`src/rtl/display_timing_pkg.sv`:
```
// Shared phase type and 1280x1024@60 timing constants for the display raster generator.
package display_timing_pkg;

   typedef enum logic [1:0] {PhActive, PhFp, PhSync, PhBp} phase_e;

   localparam int unsigned CntW = 11;

   localparam int unsigned H_ACTIVE = 1280;
   localparam int unsigned H_FP     = 48;
   localparam int unsigned H_SYNC   = 112;
   localparam int unsigned H_BP     = 248;
   localparam int unsigned V_ACTIVE = 1024;
   localparam int unsigned V_FP     = 1;
   localparam int unsigned V_SYNC   = 3;
   localparam int unsigned V_BP     = 38;
   localparam bit          SYNC_POL = 1'b1;

   localparam int unsigned H_TOTAL = H_ACTIVE + H_FP + H_SYNC + H_BP;
   localparam int unsigned V_TOTAL = V_ACTIVE + V_FP + V_SYNC + V_BP;

   function automatic phase_e next_phase(input phase_e p);
      phase_e n;
      unique case (p)
         PhActive: n = PhFp;
         PhFp:     n = PhSync;
         PhSync:   n = PhBp;
         PhBp:     n = PhActive;
         default:  n = PhActive;
      endcase
      return n;
   endfunction

endpackage

```
`src/rtl/display_timing_gen_if.sv`:
```
// Pixel-enable and raster output bundle; DISPLAY_FRAME_CNT_EN adds the frame counter signals.
interface display_timing_gen_if;
   logic        pixel_en;
   logic [10:0] x;
   logic [9:0]  y;
   logic        valid;
   logic        hsync;
   logic        vsync;
   logic        vblank;
`ifdef DISPLAY_FRAME_CNT_EN
   logic [15:0] frame_cnt;
   logic        frame_start;
`endif

   modport master (
      input  pixel_en,
`ifdef DISPLAY_FRAME_CNT_EN
      output frame_cnt,
      output frame_start,
`endif
      output x, y, valid, hsync, vsync, vblank
   );

   modport slave (
      output pixel_en,
`ifdef DISPLAY_FRAME_CNT_EN
      input  frame_cnt,
      input  frame_start,
`endif
      input  x, y, valid, hsync, vsync, vblank
   );
endinterface

```
`src/rtl/timing_axis.sv`:
```
// One raster axis: four-phase FSM with per-phase counter plus an absolute position counter.
module timing_axis
   import display_timing_pkg::*;
#(
   parameter int unsigned Active = 8,
   parameter int unsigned Fp     = 1,
   parameter int unsigned Sync   = 1,
   parameter int unsigned Bp     = 1
) (
   input  logic            clk,
   input  logic            reset,
   input  logic            adv_i,
   output phase_e          phase_o,
   output logic [CntW-1:0] cnt_o,
   output logic            wrap_o
);

   phase_e          phase_q, phase_d;
   logic [CntW-1:0] ph_cnt_q, ph_cnt_d;
   logic [CntW-1:0] cnt_q, cnt_d;
   logic            ph_last;

   always_comb begin
      ph_last = 1'b0;
      unique case (phase_q)
         PhActive: ph_last = (ph_cnt_q == CntW'(Active - 1));
         PhFp:     ph_last = (ph_cnt_q == CntW'(Fp - 1));
         PhSync:   ph_last = (ph_cnt_q == CntW'(Sync - 1));
         PhBp:     ph_last = (ph_cnt_q == CntW'(Bp - 1));
         default:  ph_last = 1'b0;
      endcase
   end

   // End of back porch is the end of the axis; position wraps with it.
   assign wrap_o = adv_i && (phase_q == PhBp) && ph_last;

   always_comb begin
      phase_d  = phase_q;
      ph_cnt_d = ph_cnt_q;
      cnt_d    = cnt_q;
      if (adv_i) begin
         if (ph_last) begin
            phase_d  = next_phase(phase_q);
            ph_cnt_d = '0;
         end else begin
            ph_cnt_d = ph_cnt_q + 1'b1;
         end
         cnt_d = wrap_o ? '0 : cnt_q + 1'b1;
      end
   end

   always_ff @(posedge clk) begin
      if (!reset) begin
         phase_q  <= PhActive;
         ph_cnt_q <= '0;
         cnt_q    <= '0;
      end else begin
         phase_q  <= phase_d;
         ph_cnt_q <= ph_cnt_d;
         cnt_q    <= cnt_d;
      end
   end

   assign phase_o = phase_q;
   assign cnt_o   = cnt_q;

endmodule

```
`src/rtl/display_timing_gen.sv`:
```
// Raster timing generator (default 1280x1024@60) advancing on pixel_en with registered outputs.
// Optional frame counter/frame_start outputs are built when DISPLAY_FRAME_CNT_EN is defined.
module display_timing_gen
   import display_timing_pkg::*;
#(
   parameter int unsigned HActive = H_ACTIVE,
   parameter int unsigned HFp     = H_FP,
   parameter int unsigned HSync   = H_SYNC,
   parameter int unsigned HBp     = H_BP,
   parameter int unsigned VActive = V_ACTIVE,
   parameter int unsigned VFp     = V_FP,
   parameter int unsigned VSync   = V_SYNC,
   parameter int unsigned VBp     = V_BP,
   parameter bit          SyncPol = SYNC_POL
) (
   input logic                  clk,
   input logic                  reset,
   display_timing_gen_if.master disp
);

   phase_e          h_phase, v_phase;
   logic [CntW-1:0] h_cnt, v_cnt;
   logic            h_wrap;

   timing_axis #(.Active(HActive), .Fp(HFp), .Sync(HSync), .Bp(HBp)) u_h_axis (
      .clk     (clk),
      .reset   (reset),
      .adv_i   (disp.pixel_en),
      .phase_o (h_phase),
      .cnt_o   (h_cnt),
      .wrap_o  (h_wrap)
   );

`ifdef DISPLAY_FRAME_CNT_EN
   logic v_wrap;
`endif

   timing_axis #(.Active(VActive), .Fp(VFp), .Sync(VSync), .Bp(VBp)) u_v_axis (
      .clk     (clk),
      .reset   (reset),
      .adv_i   (h_wrap),
      .phase_o (v_phase),
      .cnt_o   (v_cnt),
`ifdef DISPLAY_FRAME_CNT_EN
      .wrap_o  (v_wrap)
`else
      .wrap_o  ()
`endif
   );

   logic [10:0] x_q, x_d;
   logic [9:0]  y_q, y_d;
   logic        valid_q, valid_d, hsync_q, hsync_d, vsync_q, vsync_d, vblank_q, vblank_d;
   logic        h_act, v_act;

   // Phases, not counter compares, decide sync/valid; counters only supply coordinates.
   always_comb begin
      h_act    = (h_phase == PhActive);
      v_act    = (v_phase == PhActive);
      x_d      = h_act ? h_cnt : '0;
      y_d      = v_act ? 10'(v_cnt) : '0;
      valid_d  = h_act && v_act;
      hsync_d  = (h_phase == PhSync) ? SyncPol : ~SyncPol;
      vsync_d  = (v_phase == PhSync) ? SyncPol : ~SyncPol;
      vblank_d = !v_act;
   end

   always_ff @(posedge clk) begin
      if (!reset) begin
         x_q      <= '0;
         y_q      <= '0;
         valid_q  <= 1'b0;
         hsync_q  <= ~SyncPol;
         vsync_q  <= ~SyncPol;
         vblank_q <= 1'b0;
      end else if (disp.pixel_en) begin
         x_q      <= x_d;
         y_q      <= y_d;
         valid_q  <= valid_d;
         hsync_q  <= hsync_d;
         vsync_q  <= vsync_d;
         vblank_q <= vblank_d;
      end
   end

   assign disp.x      = x_q;
   assign disp.y      = y_q;
   assign disp.valid  = valid_q;
   assign disp.hsync  = hsync_q;
   assign disp.vsync  = vsync_q;
   assign disp.vblank = vblank_q;

`ifdef DISPLAY_FRAME_CNT_EN
   logic [15:0] frame_cnt_q;
   logic        frame_start_q;

   always_ff @(posedge clk) begin
      if (!reset) begin
         frame_cnt_q   <= '0;
         frame_start_q <= 1'b0;
      end else begin
         if (v_wrap) frame_cnt_q <= frame_cnt_q + 16'd1;
         if (disp.pixel_en) frame_start_q <= (h_cnt == '0) && (v_cnt == '0);
      end
   end

   assign disp.frame_cnt   = frame_cnt_q;
   assign disp.frame_start = frame_start_q;
`endif

endmodule

```
`src/flat_wrapper.sv`:
```
// flat-port wrapper written by rule: the top's interface ports become plain ports
module display_timing_gen_flat import display_timing_pkg::*;
#(
   parameter int unsigned HActive = H_ACTIVE,
   parameter int unsigned HFp     = H_FP,
   parameter int unsigned HSync   = H_SYNC,
   parameter int unsigned HBp     = H_BP,
   parameter int unsigned VActive = V_ACTIVE,
   parameter int unsigned VFp     = V_FP,
   parameter int unsigned VSync   = V_SYNC,
   parameter int unsigned VBp     = V_BP,
   parameter bit          SyncPol = SYNC_POL
)
  (clk, reset, disp_pixel_en, disp_x, disp_y, disp_valid, disp_hsync, disp_vsync, disp_vblank);
  display_timing_gen_if disp_i ();
  input logic clk;
  input logic reset;
  input wire logic [$bits(disp_i.pixel_en)-1:0] disp_pixel_en;
  output wire logic [$bits(disp_i.x)-1:0] disp_x;
  output wire logic [$bits(disp_i.y)-1:0] disp_y;
  output wire logic [$bits(disp_i.valid)-1:0] disp_valid;
  output wire logic [$bits(disp_i.hsync)-1:0] disp_hsync;
  output wire logic [$bits(disp_i.vsync)-1:0] disp_vsync;
  output wire logic [$bits(disp_i.vblank)-1:0] disp_vblank;
  assign disp_i.pixel_en = disp_pixel_en;
  assign disp_x = disp_i.x;
  assign disp_y = disp_i.y;
  assign disp_valid = disp_i.valid;
  assign disp_hsync = disp_i.hsync;
  assign disp_vsync = disp_i.vsync;
  assign disp_vblank = disp_i.vblank;
  display_timing_gen #(.HActive(HActive), .HFp(HFp), .HSync(HSync), .HBp(HBp), .VActive(VActive), .VFp(VFp), .VSync(VSync), .VBp(VBp), .SyncPol(SyncPol)) u_core (.clk(clk), .reset(reset), .disp(disp_i));
endmodule
```
`config.mk`:
```
export PLATFORM = sky130hd
export DESIGN_NAME = display_timing_gen_flat
export DESIGN_NICKNAME = d
export VERILOG_FILES = /design/src/rtl/display_timing_pkg.sv /design/src/rtl/display_timing_gen_if.sv /design/src/rtl/timing_axis.sv /design/src/rtl/display_timing_gen.sv /design/src/flat_wrapper.sv
export SDC_FILE = /design/constraint.sdc
export NUM_CORES = 1
export LEC_CHECK = 0
export ABC_AREA = 1
export ABC_CLOCK_PERIOD_IN_PS = 2600
export CORE_AREA = 2 2 89 91
export CTS_CLUSTER_DIAMETER = 30
export DETAILED_ROUTE_END_ITERATION = 6
export DIE_AREA = 0 0 91 93
export PLACE_DENSITY = 0.66
export SLEW_MARGIN = 20
export SYNTH_ARGS = -nofsm -noshare
export SYNTH_HDL_FRONTEND = slang
export SYNTH_SLANG_ARGS = --single-unit
```
`constraint.sdc`:
```
create_clock -name clk -period 2.6 [get_ports clk]
set_clock_uncertainty 0.2 [all_clocks]
set_input_delay 0.26 -clock clk [delete_from_list [all_inputs] [get_ports clk]]
set_output_delay 0.26 -clock clk [all_outputs]
set_load 0.01 [all_outputs]
```
---- Word level (Yosys, flattened, before mapping) ----
Cells that the tools add are included.
cells by class
  reduce and logical (&&, ||, !) cells .... 11
  muxes and demuxes ....................... 12
  eq/ne operators ......................... 13
  add/sub/neg operators ................... 4
operator list
  kind                                                    count
  two-way mux 11 bit                                      5
  adder 11 x 1 -> 11 bit (second input constant)          4
  equality test 11 x 6 -> 1 bit (second input constant)   2
  one-hot mux 2 bit (4 select lines)                      2
  equality test 11 x 10 -> 1 bit (second input constant)  1
  equality test 11 bit (second input constant)            1
  equality test 11 x 2 -> 1 bit (second input constant)   1
  equality test 11 x 7 -> 1 bit (second input constant)   1
  equality test 11 x 8 -> 1 bit (second input constant)   1
  logical NOT 11 bit                                      1
  two-way mux 10 bit                                      1
  equality test 2 bit (second input constant)             4
  one-hot mux 1 bit (4 select lines)                      2
  logical AND 1 bit                                       5
  equality test 2 x 1 -> 1 bit (second input constant)    2
  logical NOT 2 bit                                       2
  AND reduction 2 bit                                     2
  two-way mux 1 bit                                       2
  logical NOT 1 bit                                       1
storage, ports and cells
  register bits after elaboration ......... 73
  output and inout port bits .............. 25
  word-level logic and storage cells ...... 52

---- Longest topological paths before layout ----
Gate-level depths: netlist of run 1.
  word-level depth ........................ 6
  mapped depth ............................ 15

---- Hierarchy ----
Synthesis of run 1 repeated with hierarchy kept, for this count alone.
second synthesis, totals
  cell total of the unflattened synthesis .. 530
  area, all modules ....................... 3,849.9 µm²
by module, submodules not included
  module                          cells an instance  times used  area each (µm²)
  timing_axis at u_core.u_v_axis  222                1           1,481.4
  timing_axis at u_core.u_h_axis  194                1           1,327.5
  display_timing_gen              114                1           1,041.0

---- Worst setup path before layout of run 1 ----
OpenSTA, ideal clock, no wires.
  kind .................................... register to register
  start point ............................. register u_core.u_h_axis.phase_q[0], in the netlist u_core.u_h_axis.phase_o[0]
  end point ............................... register u_core.u_h_axis.cnt_q[2], in the netlist u_core.u_h_axis.cnt_o[2]
  slack ................................... 0.587 ns
  arrival ................................. 1.703 ns
  stages on the path, launching flop included .. 14
  setup time .............................. 0.110 ns
  cells stage by stage .................... dfxtp_1 -> inv_1 -> ha_1 -> inv_1 -> nor2_1 -> nand2_1 -> nand2_1 -> inv_1 -> nor2_1 -> nand4_1 -> nand2_1 -> inv_2 -> nand3b_1 -> inv_1
between the ends
  cells in the longest elaborated chain, start to end .. 4
  elaborated cells on any way between the ends .. 8
RTL lines
  element                                                                  line                                  RTL
  from (decl)                                                              timing_axis.sv:18                     phase_e phase_q, phase_d;
  from (signal assigned)                                                   timing_axis.sv:54                     phase_q <= PhActive;
  from (signal assigned)                                                   timing_axis.sv:58                     phase_q <= phase_d;
  equality test 2 bit, or another cell as far along                        timing_axis.sv:25, timing_axis.sv:35
  one-hot mux 1 bit (4 select lines) or logical AND 1 bit (tied branches)  timing_axis.sv:25, timing_axis.sv:35
  logical AND 1 bit (*)                                                    timing_axis.sv:35                     assign wrap_o = adv_i && (phase_q == PhBp) && ph_last;
  two-way mux 11 bit (*)                                                   timing_axis.sv:48                     cnt_d = wrap_o ? '0 : cnt_q + 1'b1;
  to (signal assigned)                                                     timing_axis.sv:60                     cnt_q <= cnt_d;
  to (decl)                                                                timing_axis.sv:20                     logic [CntW-1:0] cnt_q, cnt_d;
Every way passes the cells marked *; elsewhere a longest branch is shown, timed or not.
A chain may end at the register's enable or synchronous reset.

---- Final worst setup path of run 1 ----
  start point ............................. register u_core.u_h_axis.phase_q[0], in the netlist u_core.u_h_axis.phase_o[0]
  end point ............................... register u_core.u_v_axis.cnt_q[0], in the netlist u_core.u_v_axis.cnt_o[0]
between the ends
  cells in the longest elaborated chain, start to end .. 6
  elaborated cells on any way between the ends .. 10
RTL lines
  element                                                                  line
  equality test 2 bit, or another cell as far along                        timing_axis.sv:25, timing_axis.sv:35
  one-hot mux 1 bit (4 select lines) or logical AND 1 bit (tied branches)  timing_axis.sv:25, timing_axis.sv:35
  logical AND 1 bit (*)                                                    timing_axis.sv:35
  logical AND 1 bit (2 in series)                                          timing_axis.sv:35
  two-way mux 11 bit                                                       timing_axis.sv:48
  to (signal assigned)                                                     timing_axis.sv:60
  to (decl)                                                                timing_axis.sv:20
Marked as above.

==> results.md, run 1 <==
- Mapped Area: about 3700 sq um
- Largest family of logic cells by synthesized area: simple AND/OR/NAND/NOR gates
- FF-to-FF path depth: 14
- Final Util: around 57%
- Top cell type by total area after synthesis: dfxtp_1
- Met3 Track Usage GR: under 10%
- H-tree lvl count: 3
- Leak: around 1.8 nW
- GRT busiest layer: met2
- # resized after CTS: 0
- Hold path depth: 2
- Drt wl/cell: ~12 um
- Synth Warn #: 0
- Yosys top cell area share: 39.3%
- Gr ovfl total: 0
- Area grow syn2layout: 16.0%
- Initial core utilization: approximately 49%
- Fill cell count: 777
- Total CTS buffers: 9
- Die X: between 90 and 100 um
- Syn Nets: around 570
- Clock Latency Late Sink: 350 ps
- Initial DRC count: 109
- Arrival @ worst endpoint: between 2000 and 2500 ps
- Drt total wl: 7.92 mm
- Antenna diode count: 0
- Count of cell types in the netlist: 32
- CTS clk-pin slew, worst paths: around 80 ps
- Setup crit start kind: flop
- Largest net degree at the start of global routing: 29
- Crit share post-route: 91.4%
- Multi-input gate area: ~1900 sq um
- TritonCTS clock tree: built
- Vias per cell: between 4 and 5
- Post-Syn Instances: ~550
- CP endpoint kind: flop
- Slew Limit Fails: 0
- Min Hold Slack: 266 ps
- Core area: ~7500 sq um
- Xor/xnor cell area share of the yosys netlist: about 2.1%
- Worst Hold Class: flop to flop
- Initial antenna violation count: 0
- Met2 usage: approximately a third
- First-pass GRT wire length: about 14 mm
- Setup ws final: 225 ps
- Placed insts: 666
- Ys flop type: dfxtp_1
- Initial DRT Pass Iterations: 4
- Kind of critical path: flop to flop
- Worst-margin pin slew: about 700 ps
- Vias post-DR: roughly 3,300
- Synth Register Bits: 72
- Root Buffer Master: clkbuf_8
- Clock net sink count: between 70 and 80
- Port Buf Inserts: 27
- Worst EP required: roughly 2700 ps
- Max-Cap Viols: 0
- Syn_area_per_cell: approximately 6.7 sq um
- Final ANT Viol Nets: 0
- Fin cells: around 700
- Number of enable flip-flop cells after synthesis: 0
- Clock tree buffer depth: 2
- Largest cells by area after synthesis: dfxtp_1 (39%), nand2_1 (15%), nor2_1 (8.2%)
- Status: complete, no violations
- Place WS: 150 ps
- Die area: ~8500 sq um
- FMAX: 421 MHz
- Dpl hpwl: approximately 5.8 mm
- Critical Path Fanout Max: 9
- Die height: ~93 um
- Rel. slew slack: between 50% and 60%
- Number of global-route vias before repair: ~3,200
- Pwr dens: around 480 nW/um^2
- Final Hold Viols: 0
- Post-Synth Simple-Gate Area: a little over a third
- Met1 Use GR: 26.4%
- DRC violations left: 0
- Gpl congestion: between 0.8 and 0.9
- Register Area: 1440 sq um
- Share of cells above drive strength 1: under 10%
- # IOs: 28
- FP Rows: 32
- Nets: 598
- Final setup viols: 0
- Seq/Total Area, Yosys: between 30 and 40%
- Min cycle time layout: between 2000 and 2500 ps
- Mux contribution to synthesized area: 0%
- Overall Global Routing Usage: 20.5%
- VDD IR max: ~270 uV
- Synth Area in Adders: under 10%
- Post-synthesis compound-gate area fraction: 9.13%
- Async SR Flop Fraction: 0%
- Pwr Total: roughly 2.1 mW
==> synthesized netlist by cell type (4+ instances only) <==
cell,count
a21oi_1,35
clkbuf_1,11
dfxtp_1,72
ha_1,17
inv_1,65
nand2_1,142
nand3_1,38
nand3b_1,4
nand4_1,7
nor2_1,80
nor3_1,10
nor3b_1,4
o21ai_0,24
or2_2,6
xnor2_1,4
xor2_1,5
==> power breakdown <==
part	switching (mW)	internal, mW	leakage, nW
clock	0.446	0.379	0.0826
sequential	0.0111	1.12	0.583
combinational	0.0615	0.0422	1.15
==> final timing paths <==
path                                                               from  slack, ps                               endpoint
worst max-delay path            u_core.u_h_axis.phase_o[0]$_SDFFE_PN0P_        220  u_core.u_v_axis.cnt_o[0]$_SDFFE_PN0P_
worst min register to register           u_core.disp.hsync$_SDFFE_PN0P_        270         u_core.disp.hsync$_SDFFE_PN0P_
worst max register to register  u_core.u_h_axis.phase_o[0]$_SDFFE_PN0P_        220  u_core.u_v_axis.cnt_o[0]$_SDFFE_PN0P_
worst min-delay path                     u_core.disp.hsync$_SDFFE_PN0P_        270         u_core.disp.hsync$_SDFFE_PN0P_
==> sequential cells by signal (all words and copies together), names as in the netlist, 2 cells and up <==
register / count
u_core.u_v_axis.ph_cnt_q: 11
u_core.u_h_axis.ph_cnt_q: 11
u_core.u_h_axis.phase_o: 2
u_core.disp.y: 10
u_core.u_h_axis.cnt_o: 11
u_core.u_v_axis.cnt_o: 10
u_core.u_v_axis.phase_o: 2
u_core.disp.x: 11
==> through the flow <==
step | area (sq um) | TNS [ps]
after global routing | 4260 | -1.52
after detailed placement | 4050 | 0
after CTS | 4240 | 0
after global placement | 4050 | 0
after floorplan | 3670 | 0
final | 4260 | 0
==> what timing repair did <==
item / 4_1_cts / 5_1_grt
setup endpoints to repair: 0 / 10
buffers inserted: 0 / 3
hold buffers: 0 / 0
==> metal layers <==
layer  up-vias  part of all wire (%)
li1       1788                     -
met1      1488                    51
met2        35                    45
met3         7                   2.7
met4         0                  0.88
met5         -                     0
==> layout make-up <==
type                    instances  share of cell area, %
inverters                      67                   5.91
flip-flops and latches         72                   33.9
well taps                     102                   3.00
clock inverters                 5                  0.940
multi-input cells             390                   44.7
clock buffers                  11                   3.32
repair buffers                 38                   8.29
==> critical path, cell delays in order, from the launching register on <==
cell     delay [ps]
dfxtp_1         370
inv_1           100
ha_1            360
inv_1           110
nand2_1          60
nand2_1          50
nand3_1          70
inv_1            60
nand3_2         130
nor2_4          230
nand2_1         130
nand2_2         180
nand2_1          90
nand2_1          70
nand2_1          50
==> cells by family (layout without fill, tap and decap cells) <==
kind of cell	after synthesis	count (layout)
adder cells (fa/ha/maj)	17	17
AO/OA/AOI/OAI	65	65
buffers and inverters	83	121
XOR/XNOR	9	9
AND/OR/NAND/NOR	299	299
flip-flops	72	72
==> cell usage in the layout, fill, tap and decap left out, types with 4 or more instances in the layout <==
cell / count
dfxtp_1: 72
nor2_1: 80
or2_2: 6
buf_4: 11
clkbuf_8: 10
xnor2_1: 4
inv_1: 65
ha_1: 17
nand4_1: 7
clkdlybuf4s50_1: 27
nand3b_1: 4
a21oi_1: 35
xor2_1: 5
nor3b_1: 4
nand3_1: 38
nand2_1: 142
nor3_1: 10
o21ai_0: 24
Power figures use the tool's default switching activity.
==> run 2, diff against run 1 <==
--- a/config.mk
+++ b/config.mk
@@ -7,12 +7,14 @@
 export LEC_CHECK = 0
 export ABC_AREA = 1
 export ABC_CLOCK_PERIOD_IN_PS = 2600
-export CORE_AREA = 2 2 89 91
+export CORE_AREA = 2 2 91 93
 export CTS_CLUSTER_DIAMETER = 30
 export DETAILED_ROUTE_END_ITERATION = 6
-export DIE_AREA = 0 0 91 93
+export DIE_AREA = 0 0 93 95
+export GPL_ROUTABILITY_DRIVEN = 0
 export PLACE_DENSITY = 0.66
 export SLEW_MARGIN = 20
 export SYNTH_ARGS = -nofsm -noshare
 export SYNTH_HDL_FRONTEND = slang
+export SYNTH_HIERARCHICAL = 1
 export SYNTH_SLANG_ARGS = --single-unit
==> results.md, run 2 <==
- Rel. slew slack: 67.0% (+14 points)
- Final Hold Viols: 0 (unchanged)
- Clock tree buffer depth: 2 (unchanged)
- Mapped Area: 3780 sq um (+3.1%)
- Syn Nets: 535 (-5.3%)
- Pwr Total: 1.95 mW (-5.5%)
- Max-Cap Viols: 0 (unchanged)
- Overall Global Routing Usage: 18.6% (-1.9 points)
- Hold path depth: 2 (unchanged)
- Hold Path End: u_core/disp.x[5]$_SDFFE_PN0P_
- VDD IR max: 300 uV (+11%)
- CP dominant cell by count: nand2_1
- Area grow syn2layout: 15.6%
- CP max stage cell: dfxtp_2
- Post-DP Area: 4110 sq um (+1.4%)
- Gr ovfl total: 0 (unchanged)
- Worst EP required: 2620 ps (-30 ps)
- Drt total wl: 7.87 mm (-0.63%)
- FMAX: 406 MHz (-3.5%)
- FP Rows: 33 (+3.1%)
- Port Buf Inserts: 27 (unchanged)
- Clock net sink count: 72 (unchanged)
- Fin area: 4380 sq um (+2.8%)
- Die X: 93 um (+2.2%)
- Min cycle time layout: 2460 ps (+85.3 ps)
- Crit share post-route: 94.6% (+3.3 points)
- Final ANT Viol Nets: 0 (unchanged)
- Worst-margin pin slew: 494 ps (-204 ps)
- Fill cell count: 807 (+3.9%)
- Final setup viols: 0 (unchanged)
- Slowest stage delay, CP: 330 ps (-40 ps)
- Die area: 8840 sq um (+4.4%)
- Antenna diode count: 0 (unchanged)
- Worst R2R Setup Slack: 140 ps (-90 ps)
- CP Cell Sequence: buf_4 -> ha_1 -> inv_1 -> nand2_1 -> nand2_1 -> nand2_1 -> nor2_2 -> nand3_2 -> inv_2 -> nand2_2 -> nor3_4 -> nand3_2 -> nor3_2 -> xor2_1 -> nor2_1
- H-tree lvl count: 3 (unchanged)
- First-pass GRT wire length: 13.4 mm (-4.9%)
- Hold_sp: u_core/disp.x[5]$_SDFFE_PN0P_
- Initial core utilization: 47.7% (-1.0 points)
- Total CTS buffers: 9 (unchanged)
- Crit path buf inv count: 3 (unchanged)
- CP top delay family: simple AND/OR/NAND/NOR gates
- Initial DRC count: 113 (+3.7%)
- Share of cells above drive strength 1: 15.1% (+8.6 points)
- CTS clk-pin slew, worst paths: 80 ps (about the same)
- Vias post-DR: 3,308 (-0.30%)
- Clock Latency Late Sink: 340 ps (about the same)
- Dpl hpwl: 5.57 mm (-3.3%)
- Sequential share of power: 57.5% (+2.7 points)
- Initial antenna violation count: 0 (unchanged)
- Pwr dens: 445 nW/um^2 (-8.0%)
- Number of global-route vias before repair: 3,018 (-5.1%)
- Leak: 1.77 nW (-2.7%)
- Slew Limit Fails: 0 (unchanged)
- CTS Hold Bufs: 0 (unchanged)
- Critical Path Fanout Max: 4 (-5)
- Nets: 575 (-3.8%)
- Setup TNS: 0 ps (unchanged)
- Root Buffer Master: clkbuf_8
- Cell internal pwr: 1.47 mW (-4.3%)
- Drt wl/cell: 11.8 um (+2.1%)
- Die height: 95 um (+2.2%)
- Most common cell after layout, fill and taps aside: nand2_1
- DRC violations left: 0 (unchanged)
- Net Sw Frac: 24.3% (-0.94 points)
- Syn_area_per_cell: 7.31 sq um (+8.5%)
- Status: complete, no violations
- FF-to-FF End: u_core/u_v_axis/ph_cnt_q[10]$_SDFFE_PN0P_
- Largest net degree at the start of global routing: 39 (+34%)
- Power share of the combinational group: 4.2% (-0.8 points)
- FF-to-FF path depth: 15 (+1)
- Worst R2R Start: u_core/u_h_axis/phase_o[0]$_SDFFE_PN0P_
- Kind of critical path: flop to flop
- TritonCTS clock tree: built
- # IOs: 28 (unchanged)
- Initial DRT Pass Iterations: 4 (unchanged)
- P_sw: 0.472 mW (-9.0%)
- Core area: 7930 sq um (+5.3%)
- Post-Syn Instances: 518 (-5.0%)
- Worst Hold Class: flop to flop
- Setup crit start kind: flop
- Most frequent cells in the layout: nand2_1 (105), nor2_1 (77), dfxtp_1 (71)
- Arrival @ worst endpoint: 2480 ps (+60 ps)
- Synth Warn #: 6 (+6)
- Clock Power Share: 38.3% (-1.8 points)
- Vias per cell: 4.96 (+2.4%)
- CP endpoint kind: flop
==> run 2: cell types whose count changed in the layout (fill, tap and decap cells not counted), sizes merged, moves of 3 or more <==
cell,before,now
clkinv,0,3
nand2,143,119
xor2,5,20
nand3,39,61
buf,11,17
o21ai,25,11
ha,17,14
inv,69,59
nor3,10,6
or2,6,2
nor2,82,85
==> run 2: tightest hold or removal path, delay by kind of cell, from the launching register on <==
family,cells,cell delay (ps)
AOI/OAI and AO/OA,1,50
DFF,1,310
and+or+nand+nor,1,60
==> run 2: worst max-delay path by stage <==
stage                                       startpoint                                         to  slack (ps)  cells after the start
2_1_floorplan  u_core/u_h_axis/phase_o[0]$_SDFFE_PN0P_   u_core/u_v_axis/ph_cnt_q[9]$_SDFFE_PN0P_         120                     16
3_3_place_gp   u_core/u_h_axis/phase_o[0]$_SDFFE_PN0P_      u_core/u_v_axis/cnt_o[7]$_SDFFE_PN0P_         110                     18
3_5_place_dp   u_core/u_h_axis/phase_o[0]$_SDFFE_PN0P_  u_core/u_v_axis/ph_cnt_q[10]$_SDFFE_PN0P_         -20                     15
4_1_cts        u_core/u_h_axis/phase_o[0]$_SDFFE_PN0P_  u_core/u_v_axis/ph_cnt_q[10]$_SDFFE_PN0P_          10                     15
5_1_grt        u_core/u_h_axis/phase_o[0]$_SDFFE_PN0P_  u_core/u_v_axis/ph_cnt_q[10]$_SDFFE_PN0P_         -30                     15
6_report       u_core/u_h_axis/phase_o[0]$_SDFFE_PN0P_  u_core/u_v_axis/ph_cnt_q[10]$_SDFFE_PN0P_         140                     15
==> run 2: metrics by stage <==
| stage | util (%) | std cells | hold WS (ps) | setup slack [ps] |
|---|---|---|---|---|
| after CTS | 54.1 | 661 | 270 | 13.9 |
| after detailed placement | 51.8 | 646 | 258 | -15.2 |
| after floorplan | - | 518 | 198 | 120 |
| after global routing | 55.2 | 667 | 286 | -34.3 |
| after global placement | 51.8 | 646 | 251 | 111 |
| final | 55.2 | 667 | 265 | 139 |
==> run 2: power groups by stage <==
stage / logic (mW) / registers [mW] / clock network, mW
6_report: 0.0819 / 1.12 / 0.746
5_1_grt: 0.0922 / 1.12 / 0.805
4_1_cts: 0.0832 / 1.12 / 0.769
3_5_place_dp: 0.0827 / 1.14 / 0
3_3_place_gp: 0.0816 / 1.14 / 0
2_1_floorplan: 0.0662 / 1.14 / 0
==> run 2: final cells by class <==
type / count / area, sq um / share of cell area [%]
Clock inverter: 6 / 37.5 / 0.858
Clock buffer: 9 / 124 / 2.83
Timing Repair Buffer: 44 / 402 / 9.18
Multi-Input combinational cell: 372 / 2010 / 45.9
Tap cell: 105 / 131 / 3.00
Sequential cell: 72 / 1440 / 33.0
Inverter: 59 / 229 / 5.23
==> run 2: repair_timing <==
| item | 4_1_cts | 5_1_grt |
|---|---|---|
| setup buffers | 0 | 6 |
| gates cloned | 0 | 0 |
| pin swaps | 0 | 4 |
| resized for setup | 3 | 13 |
| setup endpoints to repair | 2 | 12 |
| endpoints found under the hold margin | 0 | 0 |
==> run 2: metal layers <==
layer / vias up / track usage, % / wire, um
li1: 1719 / - / -
met1: 1530 / 24.0 / 3720
met5: - / 0 / 0
met2: 53 / 31.9 / 3820
met3: 6 / 4.79 / 275
met4: 0 / 3.19 / 55
